$ cat src/rtl/pb_preload_burst_packer.sv
// pb_preload_burst_packer: packs a byte stream for one memory section into
// AXI write bursts. Bursts never cross a 4 KiB page and never exceed
// MaxBurstBytes. Only one burst is outstanding at a time.
// Optional feature: define PB_PACKER_BRESP_CHECK_EN to count error responses
// on the B channel in err_cnt_o (saturating). Without it err_cnt_o is zero.
module pb_preload_burst_packer #(
    parameter int AddrWidth     = 48,
    parameter int DataWidth     = 64,
    parameter int MaxBurstBytes = 1024
) (
    input  logic                   clk_i,
    input  logic                   rst_ni,
    input  logic                   cmd_valid_i,
    output logic                   cmd_ready_o,
    input  logic [AddrWidth-1:0]   cmd_addr_i,
    input  logic [31:0]            cmd_len_i,
    input  logic                   byte_valid_i,
    output logic                   byte_ready_o,
    input  logic [7:0]             byte_i,
    output logic                   aw_valid_o,
    input  logic                   aw_ready_i,
    output logic [AddrWidth-1:0]   aw_addr_o,
    output logic [7:0]             aw_len_o,
    output logic [2:0]             aw_size_o,
    output logic                   w_valid_o,
    input  logic                   w_ready_i,
    output logic [DataWidth-1:0]   w_data_o,
    output logic [DataWidth/8-1:0] w_strb_o,
    output logic                   w_last_o,
    input  logic                   b_valid_i,
    output logic                   b_ready_o,
    input  logic [1:0]             b_resp_i,
    output logic                   busy_o,
    output logic                   done_o,
    output logic [15:0]            err_cnt_o
);
    localparam int StrbWidth = DataWidth / 8;
    localparam int LaneW     = $clog2(StrbWidth);
    localparam logic [12:0] MAX_BYTES  = 13'(MaxBurstBytes);
    localparam logic [12:0] PAGE_BYTES = 13'd4096;

    typedef enum logic [2:0] {S_IDLE, S_CALC, S_AW, S_W, S_B} state_t;

    state_t                 r_state;
    logic                   r_cmd_ready;
    logic [AddrWidth-1:0]   r_addr_cur;
    logic [31:0]            r_remaining;
    logic [12:0]            r_bytes;
    logic [12:0]            r_beats;
    logic [12:0]            r_beat_cnt;
    logic [12:0]            r_burst_left;
    logic [LaneW-1:0]       r_lane;
    logic                   r_aw_valid;
    logic [AddrWidth-1:0]   r_aw_addr;
    logic [7:0]             r_aw_len;
    logic                   r_w_valid;
    logic [DataWidth-1:0]   r_data;
    logic [StrbWidth-1:0]   r_strb;
    logic                   r_w_last;
    logic                   r_b_ready;
    logic                   r_done;

    logic [12:0] w_offs, w_room_burst, w_room_page, w_room_rem, w_bytes, w_beats;
    logic        w_byte_fire, w_w_fire, w_beat_full;

    // Burst sizing for the current address: smallest of burst limit, data left and page room.
    always_comb begin
        w_offs       = 13'(r_addr_cur[LaneW-1:0]);
        w_room_burst = MAX_BYTES - w_offs;
        w_room_page  = PAGE_BYTES - {1'b0, r_addr_cur[11:0]};
        w_room_rem   = (r_remaining > 32'd4096) ? PAGE_BYTES : r_remaining[12:0];
        w_bytes      = w_room_burst;
        if (w_room_page < w_bytes) w_bytes = w_room_page;
        if (w_room_rem < w_bytes)  w_bytes = w_room_rem;
        w_beats      = (w_offs + w_bytes + 13'(StrbWidth - 1)) >> LaneW;
    end

    assign byte_ready_o = (r_state == S_W) && !r_w_valid && (r_burst_left != 13'd0);
    assign w_byte_fire  = byte_valid_i && byte_ready_o;
    assign w_w_fire     = r_w_valid && w_ready_i;
    // A beat is complete when its top lane fills or the burst runs out of bytes.
    assign w_beat_full  = (r_lane == LaneW'(StrbWidth - 1)) || (r_burst_left == 13'd1);

    // Main sequencer: command intake, burst sizing, AW issue, beat packing, response.
    always_ff @(posedge clk_i or negedge rst_ni) begin
        if (!rst_ni) begin
            r_state      <= S_IDLE;
            r_cmd_ready  <= 1'b0;
            r_addr_cur   <= '0;
            r_remaining  <= '0;
            r_bytes      <= '0;
            r_beats      <= '0;
            r_beat_cnt   <= '0;
            r_burst_left <= '0;
            r_lane       <= '0;
            r_aw_valid   <= 1'b0;
            r_aw_addr    <= '0;
            r_aw_len     <= '0;
            r_w_valid    <= 1'b0;
            r_data       <= '0;
            r_strb       <= '0;
            r_w_last     <= 1'b0;
            r_b_ready    <= 1'b0;
            r_done       <= 1'b0;
        end else begin
            r_done <= 1'b0;
            case (r_state)
                S_IDLE: begin
                    r_cmd_ready <= 1'b1;
                    if (cmd_valid_i && r_cmd_ready) begin
                        if (cmd_len_i == 32'd0) begin
                            r_done <= 1'b1;
                        end else begin
                            r_cmd_ready <= 1'b0;
                            r_addr_cur  <= cmd_addr_i;
                            r_remaining <= cmd_len_i;
                            r_state     <= S_CALC;
                        end
                    end
                end
                S_CALC: begin
                    r_bytes      <= w_bytes;
                    r_beats      <= w_beats;
                    r_burst_left <= w_bytes;
                    r_beat_cnt   <= '0;
                    r_lane       <= r_addr_cur[LaneW-1:0];
                    r_aw_valid   <= 1'b1;
                    r_aw_addr    <= {r_addr_cur[AddrWidth-1:LaneW], {LaneW{1'b0}}};
                    r_aw_len     <= 8'(w_beats - 13'd1);
                    r_state      <= S_AW;
                end
                S_AW: begin
                    if (aw_ready_i) begin
                        r_aw_valid <= 1'b0;
                        r_state    <= S_W;
                    end
                end
                S_W: begin
                    if (w_byte_fire) begin
                        r_data[{r_lane, 3'b000} +: 8] <= byte_i;
                        r_strb[r_lane]                <= 1'b1;
                        r_lane                        <= r_lane + 1'b1;
                        r_burst_left                  <= r_burst_left - 13'd1;
                        if (w_beat_full) begin
                            r_w_valid <= 1'b1;
                            r_w_last  <= (r_beat_cnt == r_beats - 13'd1);
                        end
                    end else if (w_w_fire) begin
                        r_w_valid  <= 1'b0;
                        r_data     <= '0;
                        r_strb     <= '0;
                        r_w_last   <= 1'b0;
                        r_beat_cnt <= r_beat_cnt + 13'd1;
                        if (r_w_last) begin
                            r_b_ready <= 1'b1;
                            r_state   <= S_B;
                        end
                    end
                end
                S_B: begin
                    if (b_valid_i) begin
                        r_b_ready   <= 1'b0;
                        r_remaining <= r_remaining - 32'(r_bytes);
                        if (r_remaining == 32'(r_bytes)) begin
                            r_done  <= 1'b1;
                            r_state <= S_IDLE;
                        end else begin
                            r_addr_cur <= r_addr_cur + AddrWidth'(r_bytes);
                            r_state    <= S_CALC;
                        end
                    end
                end
                default: r_state <= S_IDLE;
            endcase
        end
    end

`ifdef PB_PACKER_BRESP_CHECK_EN
    logic [15:0] r_err_cnt;

    // Count non-OKAY write responses, saturating at all-ones.
    always_ff @(posedge clk_i or negedge rst_ni) begin
        if (!rst_ni) begin
            r_err_cnt <= '0;
        end else if (r_b_ready && b_valid_i && (b_resp_i != 2'b00) && (r_err_cnt != 16'hFFFF)) begin
            r_err_cnt <= r_err_cnt + 16'd1;
        end
    end
    assign err_cnt_o = r_err_cnt;
`else
    logic w_unused_resp;
    assign w_unused_resp = ^b_resp_i;
    assign err_cnt_o     = '0;
`endif

    assign cmd_ready_o = r_cmd_ready;
    assign aw_valid_o  = r_aw_valid;
    assign aw_addr_o   = r_aw_addr;
    assign aw_len_o    = r_aw_len;
    assign aw_size_o   = 3'(LaneW);
    assign w_valid_o   = r_w_valid;
    assign w_data_o    = r_data;
    assign w_strb_o    = r_strb;
    assign w_last_o    = r_w_last;
    assign b_ready_o   = r_b_ready;
    assign busy_o      = (r_state != S_IDLE);
    assign done_o      = r_done;
endmodule

$ cat config.mk
export PLATFORM = sky130hd
export DESIGN_NAME = pb_preload_burst_packer
export DESIGN_NICKNAME = d
export VERILOG_FILES = /design/src/rtl/pb_preload_burst_packer.sv
export SDC_FILE = /design/constraint.sdc
export NUM_CORES = 1
export LEC_CHECK = 0
export ABC_AREA = 1
export CAP_MARGIN = 5
export CORE_UTILIZATION = 55
export DETAILED_ROUTE_END_ITERATION = 6
export GPL_TIMING_DRIVEN = 0
export PLACE_DENSITY = 0.81
export RECOVER_POWER = 50
export SKIP_LAST_GASP = 1
export SLEW_MARGIN = 30
export SYNTH_ARGS = -nofsm -noshare
export SYNTH_HDL_FRONTEND = slang
export SYNTH_SLANG_ARGS = --single-unit
$ cat constraint.sdc
create_clock -name clk_i -period 6.9 [get_ports clk_i]
set_input_delay 0.69 -clock clk_i [delete_from_list [all_inputs] [get_ports clk_i]]
set_output_delay 0.69 -clock clk_i [all_outputs]
set_load 0.02 [all_outputs]
==> Word level (Yosys, flattened, before mapping) <==
Index checks and enable logic that the tools add are counted.
{ "op_classes": {"add_sub_neg": 12, "n_eq_ne": 18, "muxes": 53, "n_shift": 2, "order_cmp": 5, "n_bitwise": 1, "reduce_logical": 26} }
{ "ops": {"columns": ["operator", "count"], "rows": [
  ["2-to-1 mux 48 bit", 4],
  ["2-to-1 mux 64 bit", 2],
  ["2-to-1 mux 32 bit", 3],
  ["one-hot mux 48 bit (2 select lines)", 1],
  ["2-to-1 mux 13 bit", 6],
  ["bitwise mux 64 bit", 1],
  ["one-hot mux 32 bit (2 select lines)", 1],
  ["variable shift 8 x 8 -> 64 bit, first input constant", 1],
  ["indexed part select 8 x 8 -> 64 bit", 1],
  ["one-hot mux 13 bit (2 select lines)", 2],
  ["adder 48 x 13 -> 48 bit", 1],
  ["equality test 32 x 13 -> 1 bit", 1],
  ["> comparator 32 x 13 -> 1 bit, second input constant", 1],
  ["zero test 32 bit", 1],
  ["subtractor 32 x 13 -> 32 bit", 1],
  ["less-than comparator 13 bit", 2],
  ["2-to-1 mux 3 bit", 8],
  ["inequality test 2 bit, second input constant", 9],
  ["2-to-1 mux 1 bit", 17],
  ["2-to-1 mux 8 bit", 2],
  ["one-hot mux 3 bit (5 select lines)", 1],
  ["adder 13 x 1 -> 13 bit, second input constant", 1],
  ["adder 13 x 3 -> 13 bit, second input constant", 1],
  ["adder 3 x 13 -> 13 bit", 1],
  ["31 further kinds", 48]
]} }
{ "totals": {"elab_cells": 135, "output_inout_bits": 155, "reg_bits": 266, "input_bits": 97} }

==> Longest topological paths before layout <==
{ "depth": {"ltp_word": 8, "mapped_depth": 42, "ltp_nobuf": 41} }

==> Least setup slack after synthesis <==
No wires, ideal clock.
{ "synth_path": {"path_kind": "register to register", "start": "register r_addr_cur[1]", "end": "register r_aw_len[2] (netlist: aw_len_o[2])", "synth_period_minus_slack_ps": 5518, "n_path_buf": 1, "stages_incl_launch_ff": 30, "slack_ps": 1382, "arrival_time_ps": 5436, "path_cell_list": "dfrtp_1 -> inv_1 -> ha_1 -> nand3_1 -> nor2_2 -> xor2_1 -> ha_1 -> a21o_1 -> nor2_2 -> nand2_2 -> a21boi_4 -> nand3_4 -> o21ai_0 -> ha_1 -> a21oi_1 -> o21ai_0 -> a41oi_2 -> nand2_8 -> buf_6 -> o21ai_0 -> ha_1 -> inv_1 -> ha_1 -> a21oi_1 -> nand2_4 -> nand2_1 -> nand2_1 -> ha_1 -> or2_1 -> a31oi_1"} }
{ "synth_via": {"elab_chain_cells": 8, "elab_cells_between_ends": 9, "classes_between": "5 x add/sub; 2 x order compare; 2 x mux"} }
{ "synth_lines": {"columns": ["element", "line_no", "rtl"], "rows": [
  ["from (decl)", "46", "logic [AddrWidth-1:0] r_addr_cur;"],
  ["from (signal assigned)", "115", "r_addr_cur <= cmd_addr_i;"],
  ["from (signal assigned)", "168", "r_addr_cur <= r_addr_cur + AddrWidth'(r_bytes);"],
  ["subtractor 13 x 12 -> 13 bit / subtractor 11 x 3 -> 12 bit (equally long branches)", "70, 69", null],
  ["less-than comparator 13 bit", "73", "if (w_room_page < w_bytes) w_bytes = w_room_page;"],
  ["2-to-1 mux 13 bit", "73", null],
  ["less-than comparator 13 bit", "74", "if (w_room_rem < w_bytes) w_bytes = w_room_rem;"],
  ["2-to-1 mux 13 bit", "74", null],
  ["adder 3 x 13 -> 13 bit (*)", "75", "w_beats = (w_offs + w_bytes + 13'(StrbWidth - 1)) >> LaneW;"],
  ["adder 13 x 3 -> 13 bit (*)", "75", null],
  ["subtractor 8 x 1 -> 8 bit (*)", "129", "r_aw_len <= 8'(w_beats - 13'd1);"],
  ["to (signal assigned)", "129", null],
  ["to (decl)", "55", "logic [7:0] r_aw_len;"]
]} }
Mark *: on every way between the ends. The rest lies on a longest branch, timed or not.
A chain may end at the register's enable or synchronous reset.

==> Worst setup path after layout <==
Same ends and word-level chain as after synthesis.

==> reports/qor.yml <==
outcome:
  run_status: "complete, but fails checks"
  violations: "max-capacitance violations, max-slew violations"
sta:
  finalMaxSlewViolations: 254
  finalHoldViolCount: 0
  max_freq_mhz: 153
  finalCritPeriodShare_pct: 94.8
  rsz0062_at_grt: "no"
  finalClockSkew_ns: 0.00979
  tightest_slew_ns: 4.65
  slew_headroom_pct: -210
  fin_crit_ns: 6.54
  setup_viol: 0
floorplanning:
  die_height_um: 175
  fp.coreArea_mm2: 0.0290
  fp.dieArea_mm2: 0.0305
  initial_core_util_pct: 56.5
  fp-row-count: 62
  die_w_um: 175
  io_pins: 252
synth:
  yosys.area_share.simple_pct: 26.9
  synth_compound_area_share_pct: 15.3
  synth_mux_area_share_pct: 0
  synth-main-ff-cell: "dfrtp_1"
  ys_ff_latch: 266
  ys_warn_count: 0
  synth_xor_area_share_pct: 3.58
  synth_adder_area_share_pct: 5.20
  syn_avg_cell_area_um2: 7.61
  synth_area_mm2: 0.0164
  synthArstFlopShare_pct: 100
  synth_cell_types: 57
  ys_seq_area_share_pct: 40.6
  synth_edf_count: 0
  netlist_instances: 2156
  synth_top_family_by_area: "simple AND/OR/NAND/NOR gates"
grt:
  antenna_found_initial: 0
  track_usage_pct: 34.5
  grt_max_degree: 86
  grt_pass1_vias: 15700
  overflow: 0
  grt_pass1_wl_mm: 83.5
critical_path:
  cp.required_ns: 7.37
  crit_type: "reg -> reg"
  startpoint_type: "register"
  slowest_delay_ns: 0.50
  crit_arrival_ns: 7.01
  critical_path_buf_inv_count: 3
  crit_path_frequent_cell: "ha_1"
  crit_path_top_delay_cell: "dfrtp_1"
  cp_max_fo: 10
  critical_path.endpoint_type: "register"
  cp_top_family: "simple AND/OR/NAND/NOR gates"
layout:
  final_common_cell: "nand2_1"
  finish.utilization_pct: 69.8
  fin_nets: 2606
  diodes: 0
  syn2layout_area_growth_pct: 23.5
  n_fill_cell: 2434
  drive_above_1_share_pct: 7.67
  mostFrequentLayoutCells: "453 x nand2_1, 266 x dfrtp_1, 236 x o21ai_0, 215 x inv_1, 192 x nor2_1"
cts:
  cts-root-buf: "clkbuf_16"
  cts.htree.levels: 1
  cts_inserted_buffers: 29
  clockBufferDepth: 3
  clock_sinks: 266
  clk_latency_ns: 0.56
  clk_pin_slew_worst_paths_ns: 0.06
  cts_tree: "done"
power:
  swShare_pct: 47.9
  seq_power_share_pct: 28.7
  p_per_area_mw_per_mm2: 467
  switchingPower_mw: 4.54
  internal_power_mw: 4.93
  combinationalPowerShare_pct: 54.3
  finalPower_mw: 9.47
  clockPowerShare_pct: 17.0
  p_leak_nw: 9.42
  vdd_ir_drop_max_v: 0.000279
detailed_routing:
  num_vias: 16500
  ant_nets: 0
  viasPerCell: 5.80
  drt_iter0_drc: 1847
  dr.pass1.iters: 6
  routedWlPerCell_um: 18.5
  drc_errors: 0
  wl_mm: 52.6
placement:
  port_buffers: 227
  dp_hpwl_mm: 40.5
  routabilityCongestion: 0.973
job:
  maxCapViolCount: 3
hold_path:
  worstHoldPathType: "reg -> reg"
path summary, 6_finish.rpt:
kind	from	end	slack [ns]	cells past startpoint
min reg2reg	aw_valid_o	aw_valid_o	0.46	2
min in group asynchronous	rst_ni	r_beat_cnt[3]	0.81	2
max in group asynchronous	rst_ni	r_remaining[30]	1.13	3
max reg2reg	r_addr_cur[1]	aw_len_o[2]	0.36	31
max	r_addr_cur[1]	aw_len_o[2]	0.36	31
min	aw_valid_o	aw_valid_o	0.46	2
stage by stage:
stage	setup TNS, ns	instance area (um^2)	hold slack [ns]	std cells	setup slack [ns]
after floorplan	0	16500	0.394	2178	1.38
after global placement	-1690.59	19200	0.455	2789	-6.39
after detailed placement	-0.922	19300	0.459	2792	-0.241
after CTS	0	20300	0.475	2847	0.116
after global routing	0	20300	0.487	2847	0.0208
final	0	20300	0.463	2847	0.358
timing repair:
action | in CTS | in global routing
pin swaps | 0 | 0
resized for setup | 1 | 4
buffers inserted | 2 | 0
hold buffers | 1 | 0
setup endpoints to repair | 8 | 11
hold endpoints to repair | 15 | 0
metal layers:
layer | GRT usage [%] | vias up | share of wire, %
li1 | - | 7711 | -
met1 | 47.6 | 7855 | 42
met2 | 55.4 | 806 | 46
met3 | 4.92 | 145 | 8.5
met4 | 12.0 | 0 | 3.7
met5 | 0 | - | 0
worst register-to-register path, delay by kind of cell, from the launching register on:
| kind | cells | cell delay (ns) |
|---|---|---|
| adders and majority gates | 6 | 1.68 |
| DFF | 1 | 0.50 |
| AOI/OAI and AO/OA | 7 | 1.72 |
| xor gates and xnor gates | 1 | 0.24 |
| buffers and inverters | 3 | 0.45 |
| and+or+nand+nor | 14 | 1.89 |
cells by family after synthesis:
kind of cell               count (synthesis)
and+or+nand+nor                          971
other                                      2
adders and majority gates                 67
xor gates and xnor gates                  67
buffers and inverters                    339
DFF                                      266
AOI/OAI and AO/OA                        444
final cells by class:
| cell class | instances | area, um^2 | area share, % |
|---|---|---|---|
| clock buffers | 40 | 807 | 3.98 |
| multi-input cells | 1573 | 8470 | 41.8 |
| flip-flops and latches | 266 | 6660 | 32.9 |
| plain buffers | 93 | 452 | 2.23 |
| well taps | 384 | 480 | 2.37 |
| inverters | 246 | 923 | 4.56 |
| repair buffers | 233 | 2300 | 11.4 |
| clock inverters | 12 | 165 | 0.815 |
registers in the layout (all words and copies together), names as in the netlist:
signal        flops
aw_valid_o        1
r_bytes          13
aw_len_o          8
r_remaining      32
cmd_ready_o       1
w_valid_o         1
r_beats          10
b_ready_o         1
w_data_o         64
r_beat_cnt       13
r_burst_left     13
r_lane            3
r_state           3
w_strb_o          8
done_o            1
aw_addr_o        45
r_addr_cur       48
w_last_o          1
power by group through the flow:
stage	clock [mW]	sequential [mW]	combinational, mW
3_5_place_dp	0	2.72	5.07
4_1_cts	1.62	2.70	5.11
5_1_grt	1.69	2.78	5.68
3_3_place_gp	0	2.71	4.93
2_1_floorplan	0	2.90	3.09
6_report	1.61	2.72	5.14
cells in the mapped netlist, drive strengths merged (9+ instances only):
cell	n	share of area, %
nor4	17	0.65
xor2	58	3.1
inv	244	5.6
nand2	491	12
clkbuf	60	1.4
buf	33	1.4
a21oi	78	2.4
o221ai	10	0.53
nor3	53	1.7
nand4	33	1.4
a31oi	11	0.42
xnor2	9	0.48
o21a	11	0.50
o22ai	27	1.0
or2	11	0.42
dfrtp	266	41
ha	65	5.0
nor2	210	5.4
nand3	146	4.7
o211ai	39	1.8
o21ai	253	7.7
No activity file was read; power rests on OpenSTA's default activity.
